--- config.mk ---
export PLATFORM = sky130hd
export DESIGN_NAME = cpu_ctrl_fsm
export DESIGN_NICKNAME = d
export VERILOG_FILES = /design/src/rtl/cpu_ctrl_fsm.sv
export SDC_FILE = /design/constraint.sdc
export NUM_CORES = 1
export LEC_CHECK = 0
export ABC_CLOCK_PERIOD_IN_PS = 4500
export CORE_MARGIN = 8
export CORE_UTILIZATION = 48
export DETAILED_ROUTE_END_ITERATION = 12
export MAX_ROUTING_LAYER = met4
export PLACE_DENSITY = 0.86
export SLEW_MARGIN = 10
export SYNTH_ARGS = -nofsm -noshare
export SYNTH_HDL_FRONTEND = slang
export SYNTH_SLANG_ARGS = --single-unit
--- constraint.sdc ---
create_clock -name clk -period 4.5 [get_ports clk]
set_input_delay 0.9 -clock clk [delete_from_list [all_inputs] [get_ports clk]]
set_output_delay 0.9 -clock clk [all_outputs]
set_load 0.02 [all_outputs]
--- src/rtl/cpu_ctrl_fsm.sv ---
// Multi-cycle CPU control sequencer: fetch/decode/execute/memory/writeback with trap and WFI handling.
// state | meaning: RESET init, FETCH wait imem, DECODE classify, EXEC branch/xret/nop, MEM data access, WB writeback, TRAP vector, WFI sleep
module cpu_ctrl_fsm #(
  parameter int CNT_W = 32
) (
  input  logic             clk,
  input  logic             rst,
  input  logic             imem_ready,
  input  logic [47:0]      inst_flags,
  input  logic             invalid_instruction,
  input  logic             branch_taken,
  input  logic             dmem_ready,
  input  logic             dmem_err,
  input  logic             irq,
  output logic             imem_req,
  output logic             ir_we,
  output logic             dec_en,
  output logic             dmem_req,
  output logic             dmem_we,
  output logic             reg_we,
  output logic             csr_we,
  output logic             pc_we,
  output logic             trap,
  output logic             instret,
  output logic [1:0]       pc_sel,
  output logic [1:0]       trap_cause,
  output logic [2:0]       state,
  output logic [CNT_W-1:0] instret_cnt
);

  typedef enum logic [2:0] {
    S_RESET  = 3'd0,
    S_FETCH  = 3'd1,
    S_DECODE = 3'd2,
    S_EXEC   = 3'd3,
    S_MEM    = 3'd4,
    S_WB     = 3'd5,
    S_TRAP   = 3'd6,
    S_WFI    = 3'd7
  } state_t;

  typedef enum logic [3:0] {
    C_NOP, C_ALU, C_BRANCH, C_JUMP, C_LOAD, C_STORE, C_CSR,
    C_XRET, C_WFI, C_ECALL, C_EBREAK, C_ILLEGAL
  } class_t;

  state_t     state_q, state_d;
  class_t     cls_q, dec_class;
  logic [1:0] cause_q, cause_d;
  logic       multi_hot;

  // x & (x-1) is nonzero exactly when more than one flag is set
  assign multi_hot = |(inst_flags & (inst_flags - 48'd1));

  always_comb begin
    dec_class = C_NOP;
    if (invalid_instruction || multi_hot)  dec_class = C_ILLEGAL;
    else if (inst_flags[7])                dec_class = C_ECALL;
    else if (inst_flags[6])                dec_class = C_EBREAK;
    else if (inst_flags[9])                dec_class = C_WFI;
    else if (|inst_flags[24:20])           dec_class = C_LOAD;
    else if (|inst_flags[19:17])           dec_class = C_STORE;
    else if (|inst_flags[47:42])           dec_class = C_BRANCH;
    else if (inst_flags[8] || inst_flags[10]) dec_class = C_XRET;
    else if (|inst_flags[16:11])           dec_class = C_CSR;
    else if (|inst_flags[5:4])             dec_class = C_JUMP;
    else if (|inst_flags)                  dec_class = C_ALU;
  end

  always_ff @(posedge clk or posedge rst) begin
    if (rst) begin
      state_q     <= S_RESET;
      cls_q       <= C_NOP;
      cause_q     <= 2'd0;
      instret_cnt <= '0;
    end else begin
      state_q <= state_d;
      cause_q <= cause_d;
      if (state_q == S_DECODE) cls_q <= dec_class;
      if (instret) instret_cnt <= instret_cnt + CNT_W'(1);
    end
  end

  always_comb begin
    state_d  = state_q;
    cause_d  = cause_q;
    imem_req = 1'b0;
    ir_we    = 1'b0;
    dec_en   = 1'b0;
    dmem_req = 1'b0;
    dmem_we  = 1'b0;
    reg_we   = 1'b0;
    csr_we   = 1'b0;
    pc_we    = 1'b0;
    trap     = 1'b0;
    instret  = 1'b0;
    pc_sel   = 2'd0;
    unique case (state_q)
      S_RESET: state_d = S_FETCH;
      S_FETCH: begin
        imem_req = 1'b1;
        if (imem_ready) begin
          ir_we   = 1'b1;
          state_d = S_DECODE;
        end
      end
      S_DECODE: begin
        dec_en = 1'b1;
        case (dec_class)
          C_ILLEGAL:       begin state_d = S_TRAP; cause_d = 2'd0; end
          C_ECALL:         begin state_d = S_TRAP; cause_d = 2'd1; end
          C_EBREAK:        begin state_d = S_TRAP; cause_d = 2'd2; end
          C_WFI:           state_d = S_WFI;
          C_LOAD, C_STORE: state_d = S_MEM;
          default:         state_d = S_EXEC;
        endcase
      end
      S_EXEC: begin
        case (cls_q)
          C_BRANCH: begin
            pc_we   = 1'b1;
            pc_sel  = branch_taken ? 2'd1 : 2'd0;
            instret = 1'b1;
            state_d = S_FETCH;
          end
          C_XRET: begin
            pc_we   = 1'b1;
            pc_sel  = 2'd3;
            instret = 1'b1;
            state_d = S_FETCH;
          end
          C_NOP: begin
            pc_we   = 1'b1;
            instret = 1'b1;
            state_d = S_FETCH;
          end
          default: state_d = S_WB;
        endcase
      end
      S_MEM: begin
        dmem_req = 1'b1;
        dmem_we  = (cls_q == C_STORE);
        if (dmem_ready) begin
          if (dmem_err) begin
            cause_d = 2'd3;
            state_d = S_TRAP;
          end else if (cls_q == C_STORE) begin
            pc_we   = 1'b1;
            instret = 1'b1;
            state_d = S_FETCH;
          end else begin
            state_d = S_WB;
          end
        end
      end
      S_WB: begin
        reg_we  = 1'b1;
        csr_we  = (cls_q == C_CSR);
        pc_we   = 1'b1;
        pc_sel  = (cls_q == C_JUMP) ? 2'd1 : 2'd0;
        instret = 1'b1;
        state_d = S_FETCH;
      end
      S_TRAP: begin
        trap    = 1'b1;
        pc_we   = 1'b1;
        pc_sel  = 2'd2;
        state_d = S_FETCH;
      end
      S_WFI: begin
        if (irq) begin
          pc_we   = 1'b1;
          instret = 1'b1;
          state_d = S_FETCH;
        end
      end
    endcase
  end

  assign state      = state_q;
  assign trap_cause = cause_q;

endmodule

==> flow_metrics.py <==
metrics = {
    "outcome": {
        "outcome": "complete, no violations",
    },
    "clocking": {
        "clock-sinks": 41,
        "cts_made_buffers": 5,
        "cts_root_buf": "clkbuf_8",
        "cts_resized": 0,
        "cts-hold-fix-buffers": 0,
        "clockBufferDepth": 2,
        "clock_latency_ps": 290,
        "tritoncts": "built",
        "cts_max_level": 2,
        "post-cts-setup-buffers": 0,
        "cts.clk_slew.worst_paths_ps": 80,
    },
    "cells_and_area": {
        "num-nets-final": 495,
        "area_delta_synth_final_pct": 44.8,
        "drive_above_1_share_pct": 7.06,
        "fillCellCount": 449,
        "antenna-diode-count": 0,
        "multi_input_area_um2": 1690,
        "ff_latch_area_um2": 1030,
    },
    "routing": {
        "avgRoutedWirePerCell_um": 16.5,
        "drt_iter0_drc": 197,
        "final_antenna_net_count": 0,
        "via_per_inst": 5.82,
        "wirelength_mm": 8.49,
        "drc": 0,
        "firstDrtPassIters": 4,
        "via_count": 2989,
    },
    "flow_run": {
        "cap_violations": 0,
    },
    "synthesis": {
        "synth_flop_cell": "dfrtp_1",
        "synth_most_common_cell": "dfrtp_1",
        "synth_enable_flop_cells": 0,
        "yosysTopAreaCell": "dfrtp_1",
        "synthSimpleGateAreaFrac_pct": 31.1,
        "yosysWarnings": 0,
        "synth_common_cells": "41 x dfrtp_1, 36 x nor2_1, 29 x nand2_1",
        "netlist-cell-type-count": 52,
        "syn_inst": 330,
        "synth_xor_xnor_area_share_pct": 9.64,
        "synth_async_sr_flop_share_pct": 100,
        "syn_area_um2": 2820,
        "yosys_register_bits": 41,
        "syn_avg_cell_area_um2": 8.53,
        "syn_nets": 387,
        "synth_top_area_share_pct": 36.4,
        "netlist_top_cells_area": "dfrtp_1 36%, xnor2_1 6.5%, nor2_1 4.8%",
        "synth_compound_area_share_pct": 17.7,
        "yosys.area_share.adder_pct": 1.16,
        "yosysSeqAreaShare_pct": 36.4,
        "synth.area.mux_share_pct": 0.400,
        "synth_top_family_by_area": "simple AND/OR/NAND/NOR gates",
    },
    "timing": {
        "holdWs_ps": 480,
        "drv_slew": 0,
        "period_minus_slack_ps": 4170,
        "finalHoldViolCount": 0,
        "period_share_pct": 92.6,
        "fmax_mhz": 240,
        "maxSlewHeadroom_pct": 34.7,
        "setup_tns_ps": 0,
        "clock_skew_ps": 7.69,
        "timing_worst_slew_pin_value_ps": 979,
        "setup_viol": 0,
        "rsz0062_at_grt": "no",
    },
    "grt": {
        "grt_pass1_wl_mm": 14.4,
        "gr-total-overflow": 0,
        "grt_max_degree": 28,
        "grtUsageTotal_pct": 20.6,
        "antenna_found_initial": 0,
        "grt_pass1_vias": 2985,
    },
    "worst_setup_path": {
        "crit_fanout": 14,
        "cp.required_ps": 4720,
        "critical_path_class": "in -> reg",
        "critPathLaunchType": "primary input",
        "worst_setup_path_end_kind": "register",
        "crit_arrival_ps": 4390,
    },
    "floorplanning": {
        "rows": 28,
        "ioPinCount": 105,
        "core_um2": 5780,
        "initial_core_util_pct": 48.7,
        "die_h_um": 92.6,
        "die-area_um2": 8570,
        "die_w_um": 92.6,
    },
    "power": {
        "ir_drop_uv": 200,
        "cellPowerDensity_nw_per_um2": 322,
        "p_leak_uw": 0.00157,
    },
    "placed_design": {
        "gp_congestion": 0.897,
        "io_buffers": 104,
        "dp_hpwl_mm": 6.99,
    },
    "hold_path": {
        "hold_path_class": "reg -> reg",
    },
}
[power breakdown]
group          internal, uW  switching (uW)  leakage, uW  total, uW
clock                   180             125    0.0000574        306
combinational           251             274     0.000976        526
sequential              409            70.5     0.000537        480
[stage by stage]
step | setup slack (ps) | cells | power, uW | util (%) | cell area [um2]
after CTS | 375 | 514 | 1320 | 70.5 | 4080
final | 333 | 514 | 1310 | 70.5 | 4080
after detailed placement | 76.4 | 506 | 1010 | 68.4 | 3960
after global routing | 190 | 514 | 1380 | 70.5 | 4080
after global placement | 166 | 506 | 1000 | 68.4 | 3960
after floorplan | 602 | 330 | 758 | - | 2820
[registers in the layout, summed over array words and instances, names as in the netlist]
name and flops:
instret_cnt 32, trap_cause 2, state 3, cls_q 4
[per-layer routing]
layer | global-route usage, % | wire length, um
met4 | 4.30 | 29
met3 | 3.96 | 499
met2 | 34.7 | 4140
met1 | 25.2 | 3820
met5 | - | 0
[critical path, cell delays in order]
cell             delay (ps)
clkdlybuf4s50_1         480
or4_1                   550
or4_4                   610
o41ai_1                 400
o2111ai_1               160
or3_1                   320
or4_4                   450
nor3_4                  290
a221o_1                 230
[kinds of logic (layout without fill, tap and decap cells)]
group / after synthesis / after routing
AO/OA/AOI/OAI: 71 / 71
flip-flops: 41 / 41
XOR/XNOR: 31 / 31
adder cells (fa/ha/maj): 3 / 3
AND/OR/NAND/NOR: 161 / 161
multiplexers: 1 / 1
buffers and inverters: 22 / 131
[final cells by class]
type / instances / area share, %
clock buffer: 6 / 2.03
sequential: 41 / 25.2
inverter: 10 / 0.921
multi-input combinational: 267 / 41.5
timing repair buffer: 113 / 27.2
clock inverter: 2 / 0.921
tap: 75 / 2.30
[final timing paths]
path                       depth (start not counted)         endpoint       startpoint  slack [ps]
min                                                1  instret_cnt[31]  instret_cnt[31]         480
max                                                9    trap_cause[1]   inst_flags[10]         330
max reg2reg                                        8  instret_cnt[30]         cls_q[0]        1410
max in group asynchronous                          3   instret_cnt[4]              rst        2670
min in group asynchronous                          2  instret_cnt[31]              rst        1140
min reg2reg                                        1  instret_cnt[31]  instret_cnt[31]         480
[layout by cell type, fill, tap and decap left out, drive strengths merged, types with 9 or more instances in the layout]
cell type      count
a31oi             10
o21ai             14
nand2             29
nor3              23
inv               10
buf                9
dfrtp             41
nor2              36
nand3             12
xnor2             21
xor2              10
nand4             13
a21oi             13
clkdlybuf4s50    104
Power figures use the tool's default switching activity.
